File: config.mk
export PLATFORM = sky130hd
export DESIGN_NAME = lab02_key_sender
export DESIGN_NICKNAME = d
export VERILOG_FILES = /design/src/rtl/lab02_pkg.sv /design/src/rtl/lab02_key_onehot.sv /design/src/rtl/lab02_key_sender.sv
export SDC_FILE = /design/constraint.sdc
export NUM_CORES = 1
export LEC_CHECK = 0
export BUFFER_PORTS_ARGS = -buffer_cell sky130_fd_sc_hd__clkbuf_2
export CAP_MARGIN = 20
export CORE_MARGIN = 8
export CORE_UTILIZATION = 30
export CTS_CLUSTER_DIAMETER = 200
export CTS_CLUSTER_SIZE = 30
export DETAILED_ROUTE_END_ITERATION = 16
export GPL_ROUTABILITY_DRIVEN = 0
export MAX_ROUTING_LAYER = met4
export PLACE_DENSITY_LB_ADDON = 0.15
export SLEW_MARGIN = 20
export SYNTH_ARGS = -nofsm -noshare
export SYNTH_HDL_FRONTEND = slang
export SYNTH_HIERARCHICAL = 1
export SYNTH_SLANG_ARGS = --single-unit
File: constraint.sdc
create_clock -name clk -period 4.6 [get_ports clk]
set_input_delay 0.92 -clock clk [delete_from_list [all_inputs] [get_ports clk]]
set_output_delay 0.92 -clock clk [all_outputs]
set_load 0.01 [all_outputs]
File: src/rtl/lab02_pkg.sv
// Shared types and constants for the lab02 combination-lock keypad driver.
package lab02_pkg;

   typedef enum logic [2:0] {
      ST_IDLE  = 3'd0,
      ST_KEY   = 3'd1,
      ST_GAP   = 3'd2,
      ST_CHECK = 3'd3,
      ST_DONE  = 3'd4
   } state_e;

   typedef logic [1:0] key_idx_t;

   localparam key_idx_t KEY_X0 = 2'd0;
   localparam key_idx_t KEY_X1 = 2'd1;
   localparam key_idx_t KEY_X2 = 2'd2;
   localparam key_idx_t KEY_X3 = 2'd3;

   function automatic int max3(input int a, input int b, input int c);
      int m;
      m = (a > b) ? a : b;
      return (m > c) ? m : c;
   endfunction

endpackage

File: src/rtl/lab02_key_onehot.sv
// Key index to one-hot keypad line decoder; output is meant to feed a register.
module lab02_key_onehot
   import lab02_pkg::*;
(
   input  logic [1:0] idx_i,
   input  logic       en_i,
   output logic [3:0] onehot_o
);

   // Decode the selected key line, all-zero when disabled.
   always_comb begin
      onehot_o = 4'b0000;
      if (en_i) begin
         case (key_idx_t'(idx_i))
            KEY_X0:  onehot_o = 4'b0001;
            KEY_X1:  onehot_o = 4'b0010;
            KEY_X2:  onehot_o = 4'b0100;
            KEY_X3:  onehot_o = 4'b1000;
            default: onehot_o = 4'b0000;
         endcase
      end else begin
         onehot_o = 4'b0000;
      end
   end

endmodule

File: src/rtl/lab02_key_sender.sv
// Replays a captured key code onto the lock keypad lines, then checks whether
// the lock opened within a bounded window.
module lab02_key_sender
   import lab02_pkg::*;
#(
   parameter int CODE_LEN = 4,
   parameter int HOLD_CYC = 1,
   parameter int GAP_CYC  = 1,
   parameter int CHK_CYC  = 4
)(
   input  logic                    clk,
   input  logic                    clean,
   input  logic                    start,
   input  logic [2*CODE_LEN-1:0]   code,
   input  logic                    lock,
   output logic                    X0,
   output logic                    X1,
   output logic                    X2,
   output logic                    X3,
   output logic                    busy,
   output logic                    done,
   output logic                    pass
);

   localparam int DIG_W   = (CODE_LEN < 2) ? 1 : $clog2(CODE_LEN);
   localparam int MAX_CYC = max3(HOLD_CYC, GAP_CYC, CHK_CYC);
   localparam int CNT_W   = $clog2(MAX_CYC + 1);

   localparam logic [CNT_W-1:0] HOLD_LD  = CNT_W'(HOLD_CYC - 1);
   localparam logic [CNT_W-1:0] GAP_LD   = CNT_W'((GAP_CYC > 0) ? (GAP_CYC - 1) : 0);
   localparam logic [CNT_W-1:0] CHK_LD   = CNT_W'(CHK_CYC - 1);
   localparam logic [DIG_W-1:0] LAST_DIG = DIG_W'(CODE_LEN - 1);

   state_e                state_q;
   logic [DIG_W-1:0]      digit_q;
   logic [CNT_W-1:0]      cnt_q;
   logic [2*CODE_LEN-1:0] code_q;
   logic [3:0]            x_q;
   logic                  busy_q;
   logic                  done_q;
   logic                  pass_q;

   logic                  last_dig_s;
   logic                  cnt_zero_s;
   logic [DIG_W-1:0]      next_dig_s;
   logic [DIG_W-1:0]      key_dig_s;
   logic                  key_en_s;
   logic [2*CODE_LEN-1:0] sel_code_s;
   logic [1:0]            key_idx_s;
   logic [3:0]            onehot_s;

   assign last_dig_s = (digit_q == LAST_DIG);
   assign cnt_zero_s = (cnt_q == {CNT_W{1'b0}});
   assign next_dig_s = digit_q + DIG_W'(1);

   // Look ahead: which digit, if any, is on the keypad lines next cycle.
   // In IDLE the live code is used since code_q is loaded on the same edge.
   always_comb begin
      key_en_s   = 1'b0;
      key_dig_s  = digit_q;
      sel_code_s = code_q;
      case (state_q)
         ST_IDLE: begin
            sel_code_s = code;
            if (start) begin
               key_en_s  = 1'b1;
               key_dig_s = {DIG_W{1'b0}};
            end else begin
               key_en_s  = 1'b0;
            end
         end
         ST_KEY: begin
            if (!cnt_zero_s) begin
               key_en_s  = 1'b1;
            end else if ((GAP_CYC == 0) && !last_dig_s) begin
               key_en_s  = 1'b1;
               key_dig_s = next_dig_s;
            end else begin
               key_en_s  = 1'b0;
            end
         end
         ST_GAP: begin
            if (cnt_zero_s && !last_dig_s) begin
               key_en_s  = 1'b1;
               key_dig_s = next_dig_s;
            end else begin
               key_en_s  = 1'b0;
            end
         end
         default: begin
            key_en_s = 1'b0;
         end
      endcase
      key_idx_s = sel_code_s[{key_dig_s, 1'b0} +: 2];
   end

   lab02_key_onehot u_onehot (
      .idx_i    (key_idx_s),
      .en_i     (key_en_s),
      .onehot_o (onehot_s)
   );

   // Attempt FSM with its counters, code capture and registered outputs.
   always_ff @(posedge clk) begin
      if (clean) begin
         state_q <= ST_IDLE;
         digit_q <= {DIG_W{1'b0}};
         cnt_q   <= {CNT_W{1'b0}};
         code_q  <= {(2*CODE_LEN){1'b0}};
         x_q     <= 4'b0000;
         busy_q  <= 1'b0;
         done_q  <= 1'b0;
         pass_q  <= 1'b0;
      end else begin
         x_q <= onehot_s;
         case (state_q)
            ST_IDLE: begin
               done_q <= 1'b0;
               if (start) begin
                  state_q <= ST_KEY;
                  code_q  <= code;
                  digit_q <= {DIG_W{1'b0}};
                  cnt_q   <= HOLD_LD;
                  busy_q  <= 1'b1;
                  pass_q  <= 1'b0;
               end
            end
            ST_KEY: begin
               if (!cnt_zero_s) begin
                  cnt_q <= cnt_q - CNT_W'(1);
               end else if (GAP_CYC > 0) begin
                  state_q <= ST_GAP;
                  cnt_q   <= GAP_LD;
               end else if (last_dig_s) begin
                  state_q <= ST_CHECK;
                  cnt_q   <= CHK_LD;
               end else begin
                  digit_q <= next_dig_s;
                  cnt_q   <= HOLD_LD;
               end
            end
            ST_GAP: begin
               if (!cnt_zero_s) begin
                  cnt_q <= cnt_q - CNT_W'(1);
               end else if (last_dig_s) begin
                  state_q <= ST_CHECK;
                  cnt_q   <= CHK_LD;
               end else begin
                  state_q <= ST_KEY;
                  digit_q <= next_dig_s;
                  cnt_q   <= HOLD_LD;
               end
            end
            ST_CHECK: begin
               if (lock || cnt_zero_s) begin
                  state_q <= ST_DONE;
                  cnt_q   <= {CNT_W{1'b0}};
                  busy_q  <= 1'b0;
                  done_q  <= 1'b1;
                  pass_q  <= lock;
               end else begin
                  cnt_q <= cnt_q - CNT_W'(1);
               end
            end
            ST_DONE: begin
               state_q <= ST_IDLE;
               done_q  <= 1'b0;
            end
            default: begin
               state_q <= ST_IDLE;
               busy_q  <= 1'b0;
               done_q  <= 1'b0;
            end
         endcase
      end
   end

   assign X0   = x_q[0];
   assign X1   = x_q[1];
   assign X2   = x_q[2];
   assign X3   = x_q[3];
   assign busy = busy_q;
   assign done = done_q;
   assign pass = pass_q;

endmodule

* After elaboration in Yosys (flattened, before gate mapping) *
Cells that the tools add are included.

storage, ports and cells
  register bits after elaboration = 23
  bits of input ports = 12
  word-level logic and storage cells = 78

cells by class
  add/subtract/negate cells = 2
  equality and inequality tests = 13
  shift operators = 1
  mux-type cells = 32
  bitwise gates (word level) = 3
  reduce and logical (&&, ||, !) cells = 19

operators by type and width
  kind                                                 number
  2-to-1 mux 3 bit                                     8
  one-hot mux 3 bit (4 select lines)                   2
  one-hot mux 4 bit (4 select lines)                   1
  2-to-1 mux 2 bit                                     6
  inequality test 2 bit, second input constant         5
  AND reduction 3 bit                                  3
  2-to-1 mux 1 bit                                     8
  2-to-1 mux 8 bit                                     1
  one-hot mux 2 bit (2 select lines)                   2
  indexed part select 8 x 4 -> 2 bit                   1
  equality test 2 bit, second input constant           3
  equality test 3 x 2 -> 1 bit, second input constant  2
  zero test 3 bit                                      2
  one-hot mux 1 bit (3 select lines)                   2
  AND reduction 2 bit                                  3
  one-hot mux 1 bit (2 select lines)                   2
  AND reduction 4 bit                                  1
  nonzero test 2 bit                                   2
  nonzero test 4 bit                                   1
  OR reduction 2 bit                                   2
  equality test 3 x 1 -> 1 bit, second input constant  1
  equality test 3 bit, second input constant           1
  NOT 1 bit                                            3
  OR reduction 3 bit                                   1
  7 further kinds                                      7

* Longest topological paths before layout *
Gate-level depths: netlist of run 1.

  word-level depth = 8
  mapped depth = 10
  gate-level depth less buffers = 10

* Modules after synthesis *
Netlist of run 1, hierarchy kept.

modules (own cells, without submodules)
  module            times used  cells an instance  area each (um2)  seq. area each (um2)
  lab02_key_sender  1           151                1246.2           460.4
  lab02_key_onehot  1           4                  37.5             0.0

* Worst setup path after synthesis of run 1 *
Ideal clock, no wire load.

  kind = input -> register
  start point = input port start
  end point = register x_q[3]
  arrival time = 2.209 ns
  required time = 4.486 ns
  setup slack = 2.278 ns
  cell stages on the path = 7
  path buffers = 1
  cells stage by stage = clkbuf_1 > mux2i_1 > a21oi_4 > mux2i_1 > mux2_2 > and3_2 > nor2b_1

on the way
  word-level cells in the longest chain between the ends = 5
  elaborated cells between the ends (all ways) = 12

ends and longest elaborated chain
  element                                      line                     source
  start, declared                              lab02_key_sender.sv:13   input logic start,
  2-to-1 mux 2 bit (*)                         --
  one-hot mux 2 bit (2 select lines) (*)       lab02_key_sender.sv:62   case (state_q)
  indexed part select 8 x 4 -> 2 bit (*)       lab02_key_sender.sv:94   key_idx_s = sel_code_s[{key_dig_s, 1'b0} +: 2];
  via key_idx_s[1]                             lab02_key_sender.sv:49   logic [1:0] key_idx_s;
  equality test 2 bit (tied with other cells)  lab02_key_onehot.sv:14   case (key_idx_t'(idx_i))
  one-hot mux 4 bit (4 select lines) (*)       lab02_key_onehot.sv:14
  end signal, assigned                         lab02_key_sender.sv:115  x_q <= onehot_s;
  end, declared                                lab02_key_sender.sv:38   logic [3:0] x_q;

Mark *: on every way through the listed nets, which the timed path passes. The rest lies on a longest branch.
A chain may end at the register's enable or synchronous reset.

* Worst setup path in the final report of run 1 *
  start point = register cnt_q[0]
  end point = register x_q[3]

on the way
  word-level cells in the longest chain between the ends = 7
  elaborated cells between the ends (all ways) = 15

ends and longest elaborated chain
  element                                      line                     source
  start, declared                              lab02_key_sender.sv:36   logic [CNT_W-1:0] cnt_q;
  start signal, assigned                       lab02_key_sender.sv:108  cnt_q <= {CNT_W{1'b0}};
  start signal, assigned                       lab02_key_sender.sv:130  cnt_q <= cnt_q - CNT_W'(1);
  start signal, assigned                       lab02_key_sender.sv:144  cnt_q <= cnt_q - CNT_W'(1);
  zero test 3 bit (*)                          lab02_key_sender.sv:53   assign cnt_zero_s = (cnt_q == {CNT_W{1'b0}});
  logical AND 1 bit (*)                        lab02_key_sender.sv:83   if (cnt_zero_s && !last_dig_s) begin
  2-to-1 mux 2 bit (*)                         lab02_key_sender.sv:83
  one-hot mux 2 bit (2 select lines) (*)       lab02_key_sender.sv:62
  indexed part select 8 x 4 -> 2 bit (*)       lab02_key_sender.sv:94
  via key_idx_s[1]                             lab02_key_sender.sv:49
  equality test 2 bit (tied with other cells)  lab02_key_onehot.sv:14
  one-hot mux 4 bit (4 select lines) (*)       lab02_key_onehot.sv:14

Marked as above.

==> impl_metrics.csv, run 1 <==
group,metric,value,unit
synth,synth_cell_types,35,
timing,finalSetupViolCount,0,
flow_run,cap_violations,0,
timing,maxSlewViolCount,0,
timing,hold_viol,0,
routing,wl_per_cell,12.9,um
timing,max_freq,379,MHz
synth,syn_nets,171,
critical_path,worstSetupEndpoint,"x_q[3]",
routing,drt_iter0_drc,83,
power_and_ir_drop,p_switching,153,uW
routing,routed_wirelength,2.80,mm
timing,worst_hold_slack,454,ps
die,die_w,81.4,um
critical_path,r2r_slack,1960,ps
cts,ctsHoldBuffers,0,
die,placeableCoreArea,0.00406,mm2
power_and_ir_drop,irDropWorstVdd,0.110,mV
routing,drt_first_pass_iters,4,
die,ios,19,
synth,ys_seq_area_frac,0.359,
cts,cts_tree,"done",
routing,vias,1080,
layout,drive_above_1_share,0.186,
synth,synthTopCellsByCount,"25 x nand2_1, 23 x dfxtp_1, 14 x a21oi_1, 14 x mux2i_1, 11 x nor2_1",
power_and_ir_drop,p_clk_frac,0.249,
critical_path,endpoint_kind,"flop",
global_route,grt_max_degree,24,
cts,cts_num_sinks,23,
cts,clk_latency,260,ps
power_and_ir_drop,p_seq_frac,0.479,
critical_path,start_kind,"flop",
power_and_ir_drop,power_density,343,mW/mm2
global_route,antenna_found_initial,0,
critical_path,reg2reg_to,"x_q[3]",
synth,synth_largest_area_cell,"dfxtp_1",
timing,slew_headroom,0.534,
layout,finalNetCount,184,
power_and_ir_drop,combPwrFrac,0.272,
timing,fin_crit,2640,ps
synth,async_reset_ff_frac,0,
die,rows,23,
placement,portBuffers,18,
power_and_ir_drop,p_int,342,uW
layout,diodes,0,
synth,synthesis.instances,155,
cts,cts_buffer_depth,2,
power_and_ir_drop,p_leak,0.628,nW
synth,synth_area,0.00128,mm2
cts,ctsResizeCount,0,
timing,fin_crit_sh,0.574,
synth,ys.flop_type,"dfxtp_1",
run_status,status,"finished, final reports clean",
critical_path,startpoint,"cnt_q[0]",
synth,synth_warnings,6,
critical_path,worstSetupPathType,"reg2reg",
timing,worst_pin_slew,699,ps
critical_path,crit_arrival,2780,ps
timing,fin_skew,5.73,ps
cts,h-tree-depth,1,
power_and_ir_drop,swShare,0.309,
synth,ys_ff_latch,23,
critical_path,cp_slowest_cell,"ha_1",
global_route,track_usage,0.0916,
critical_path,cp_max_fo,12,
die,fp.dieH,81.4,um
layout,area_growth,12.4,%
routing,drc,0,
synth,synth_edf_count,0,
synth,avgSynthCellArea,8.28,um2
placement,dp_hpwl,1.99,mm
routing,ant_nets,0,
critical_path,path_cells,"inv_1 > ha_1 > ha_1 > nor2b_1 > mux2i_1 > a21oi_4 > mux2i_1 > mux2_2 > and3_2 > nor2b_1",
timing,setup_tns,0,ps
synth,post-synth-top-count-cell,"nand2_1",
global_route,grt_pass1_vias,1032,
global_route,grt_pass1_wl,4.71,mm
global_route,overflow,0,
critical_path,timing.rr.start,"cnt_q[0]",
timing,grt_setup_unrepaired,"false",
synth,yosys-top-cells-area,"dfxtp_1 36%, mux2i_1 11%, nand2_1 7.3%, a21oi_1 5.5%, nor2b_1 4.4%",
cts,clk_pin_slew,80,ps
critical_path,reg2reg_depth,10,
cts,post-cts-setup-buffers,0,
cts,root_buffer,"clkbuf_8",
critical_path,slowest_delay,390,ps
die,fp.dieArea,0.00663,mm2
worst_hold_path,hold_path_class,"reg2reg",
synth,yosysTopAreaCellShare,0.359,
routing,post_drt_via_cell_ratio,4.98,
die,start_util,0.316,
critical_path,cp_data_required_time,4740,ps
cts,cts_made_buffers,3,
[stage by stage]
step	cells	util	instance area, um2	setup WS [ps]	power [mW]
2_1_floorplan	155	-	1280	2280	0.344
3_3_place_gp	213	0.344	1400	2110	0.376
3_5_place_dp	213	0.344	1400	1990	0.378
4_1_cts	217	0.356	1440	1960	0.504
5_1_grt	217	0.356	1440	1700	0.533
6_report	217	0.356	1440	1960	0.495
[per-layer routing]
metal  vias to the layer above  part of all wire  routed length (um)  track usage
met5                         -                 0                   0            -
met4                         0             0.016                  46       0.0518
met3                         5             0.017                  47       0.0164
met2                        12              0.47                1310        0.144
met1                       501              0.50                1390        0.108
li1                        562                 -                   -            -
[worst min-delay path by stage]
stage / from / end / depth (start not counted)
after floorplan: code_q[0] / code_q[0] / 2
after global placement: code_q[6] / code_q[6] / 2
after detailed placement: code_q[7] / code_q[7] / 2
after CTS: code_q[7] / code_q[7] / 2
after global routing: code_q[0] / code_q[0] / 2
final: code_q[6] / code_q[6] / 2
[critical path, delay by kind of cell (launching register included)]
family / cells / cell delay, ps
buffers and inverters: 1 / 70
flip-flops: 1 / 320
adder cells (fa/ha/maj): 2 / 570
AND/OR/NAND/NOR: 3 / 640
AO/OA/AOI/OAI: 1 / 310
multiplexers: 3 / 620
[kinds of logic (layout without fill, tap and decap cells)]
kind of cell	count (synthesis)	in the layout	share of synthesized area
AOI/OAI and AO/OA	31	31	0.155
and+or+nand+nor	62	62	0.241
buffers and inverters	16	28	0.0507
muxes	19	19	0.156
DFF	23	23	0.359
adders and majority gates	4	4	0.0390
[state kept, by name, summed over array words and instances (netlist names)]
register and count:
pass 1, cnt_q 3, digit_q 2, code_q 8, state_q 3, x_q 4
done 1, busy 1
[placed cells by master, fill, tap and decap left out, types with 3 or more instances in the layout]
master	n
clkbuf_8	3
a21oi_1	14
nand2_1	25
clkbuf_2	18
o21ai_0	5
ha_1	4
nor2_1	11
nor3_1	4
a22oi_1	3
dfxtp_1	23
nor4_1	3
mux2i_1	14
mux2_2	4
nor2b_1	9
inv_1	5
[layout make-up]
type,count,area (um2)
Clock buffer,4,45.0
Fill cell,432,2620
Inverter,5,18.8
Multi-Input combinational cell,116,758
Sequential cell,23,460
Tap cell,50,62.6
Timing Repair Buffer,19,97.6
[power by group through the flow]
stage	Clock (mW)	Sequential, mW	Combinational (mW)
2_1_floorplan	0	0.231	0.113
3_3_place_gp	0	0.242	0.135
3_5_place_dp	0	0.242	0.136
4_1_cts	0.131	0.237	0.137
5_1_grt	0.141	0.240	0.152
6_report	0.123	0.237	0.135
No activity file was read; power rests on OpenSTA's default activity.
==> run 2: changes to the inputs <==
Clock period 4.6 ns to 2.1 ns, I/O delays scaled along.
==> run 2 against run 1 <==
The flow now finishes with violations (setup timing). Clock power grew 120%. Fmax rose by 19%. Power grew 130%. Largest cell class unchanged. Largest power group unchanged.
==> impl_metrics.csv, run 2 (synthesis results as in run 1) <==
group,metric,value,unit
timing,setup_slack,-111,ps
worst_hold_path,hold_path_class,"in2reg",
layout,final_common_cell,"nand2_1",
critical_path,cp_max_fo,5,
power_and_ir_drop,power_density,710,mW/mm2
run_status,status,"finished, violations left",
cts,root_buffer,"clkbuf_8",
power_and_ir_drop,irDropWorstVdd,0.275,mV
timing,maxSlewViolCount,0,
placement,placed_area,0.00150,mm2
timing,worst_pin_slew,502,ps
power_and_ir_drop,p_leak,0.712,nW
cts,cts_buffer_depth,2,
timing,fin_crit,2210,ps
timing,fin_skew,3.10,ps
timing,finalSetupViolCount,4,
layout,finalNetCount,198,
layout,final_core_util,0.391,
cts,cts_num_sinks,23,
placement,place_ws,-258,ps
die,placeableCoreArea,0.00406,mm2
placement,place_inst,225,
timing,hold_viol,0,
layout,diodes,0,
critical_path,r2r_slack,-110,ps
critical_path,cp_data_required_time,2240,ps
routing,drt_iter0_drc,51,
die,fp.dieH,81.4,um
cts,h-tree-depth,1,
layout,area_growth,23.5,%
routing,post_drt_via_cell_ratio,4.97,
timing,max_freq,452,MHz
flow_run,cap_violations,0,
global_route,grt_pass1_vias,1117,
placement,portBuffers,18,
die,rows,23,
cts,clk_latency,260,ps
global_route,track_usage,0.0975,
routing,wl_per_cell,12.8,um
layout,fin_cells,231,
timing,grt_setup_unrepaired,"true",
routing,drc,0,
die,start_util,0.316,
global_route,antenna_found_initial,0,
cts,cts_made_buffers,3,
layout,drive_above_1_share,0.287,
critical_path,worstSetupPathType,"reg2reg",
routing,drt_first_pass_iters,4,
timing,fin_crit_sh,1.05,
die,die_w,81.4,um
timing,worst_hold_slack,385,ps
die,ios,19,
die,fp.dieArea,0.00663,mm2
routing,ant_nets,0,
run_status,failed_checks,"setup timing",
cts,clk_pin_slew,80,ps
timing,slew_headroom,0.665,
critical_path,endpoint_kind,"flop",
layout,design_area,0.00159,mm2
layout,final_cell_mix,"25 x nand2_1, 21 x dfxtp_1, 18 x clkbuf_2",
layout,largest_register_ffs,8,
global_route,grt_max_degree,24,
layout,multiInputGateArea,793,um2
layout,ff_latch_area,463,um2
layout,fillers,424,
layout,reg.largest.list,"code_q (8), x_q (4)",
layout,largest-register,"code_q",
placement,dp_hpwl,2.19,mm
global_route,overflow,0,
global_route,grt_pass1_wl,5.06,mm
critical_path,start_kind,"flop",
critical_path,crit_arrival,2350,ps
routing,vias,1147,
cts,cts_tree,"done",
routing,routed_wirelength,2.95,mm
## run 2: cell types whose count changed in the layout (fill, tap and decap cells not counted), sizes merged
| cell | change |
|---|---|
| buf | +14 |
## run 2: critical path, cell delays in order (launching register included)
cell and delay (ps):
dfxtp_2 340, inv_2 50, ha_4 160, ha_4 150
and4b_1 170, mux2_4 270, a21oi_4 220, mux2i_1 130
mux2_4 300, and3_2 190, nor2b_1 120
## run 2: final timing paths
kind,startpoint,end,cells after the start
min reg2reg,code_q[3],code_q[3],2
min,code[5],code_q[5],3
max,cnt_q[0],x_q[3],10
max reg2reg,cnt_q[0],x_q[3],10
## run 2: repair_timing
action	CTS	global route
gates cloned	0	0
setup buffers	1	1
endpoints found under the hold margin	0	0
endpoints found under the setup margin	4	4
resized for setup	8	0
hold buffers	0	0
pin swaps	3	0
## run 2: power by group
group | total, mW | internal [mW] | switching, mW
Combinational | 0.356 | 0.172 | 0.184
Clock | 0.276 | 0.135 | 0.140
Sequential | 0.494 | 0.472 | 0.0220
Total | 1.13 | 0.779 | 0.346
## run 2: metrics by stage
step | setup TNS (ps) | power, mW
4_1_cts | -387 | 1.14
5_1_grt | -903 | 1.20
2_1_floorplan | 0 | 0.757
3_5_place_dp | -946 | 0.857
6_report | -376 | 1.13
3_3_place_gp | -511 | 0.854
## run 2: final cells by class
class,count,area share
inverter,5,0.0118
tap,50,0.0395
timing repair buffer,33,0.128
multi-input combinational,116,0.500
clock buffer,4,0.0284
sequential,23,0.292
## run 2: routing by layer
layer / vias up / track usage / part of all wire
li1: 588 / - / -
met1: 535 / 0.115 / 0.46
met2: 19 / 0.161 / 0.50
met3: 5 / 0.0164 / 0.025
met4: 0 / 0.0375 / 0.014
met5: - / - / 0
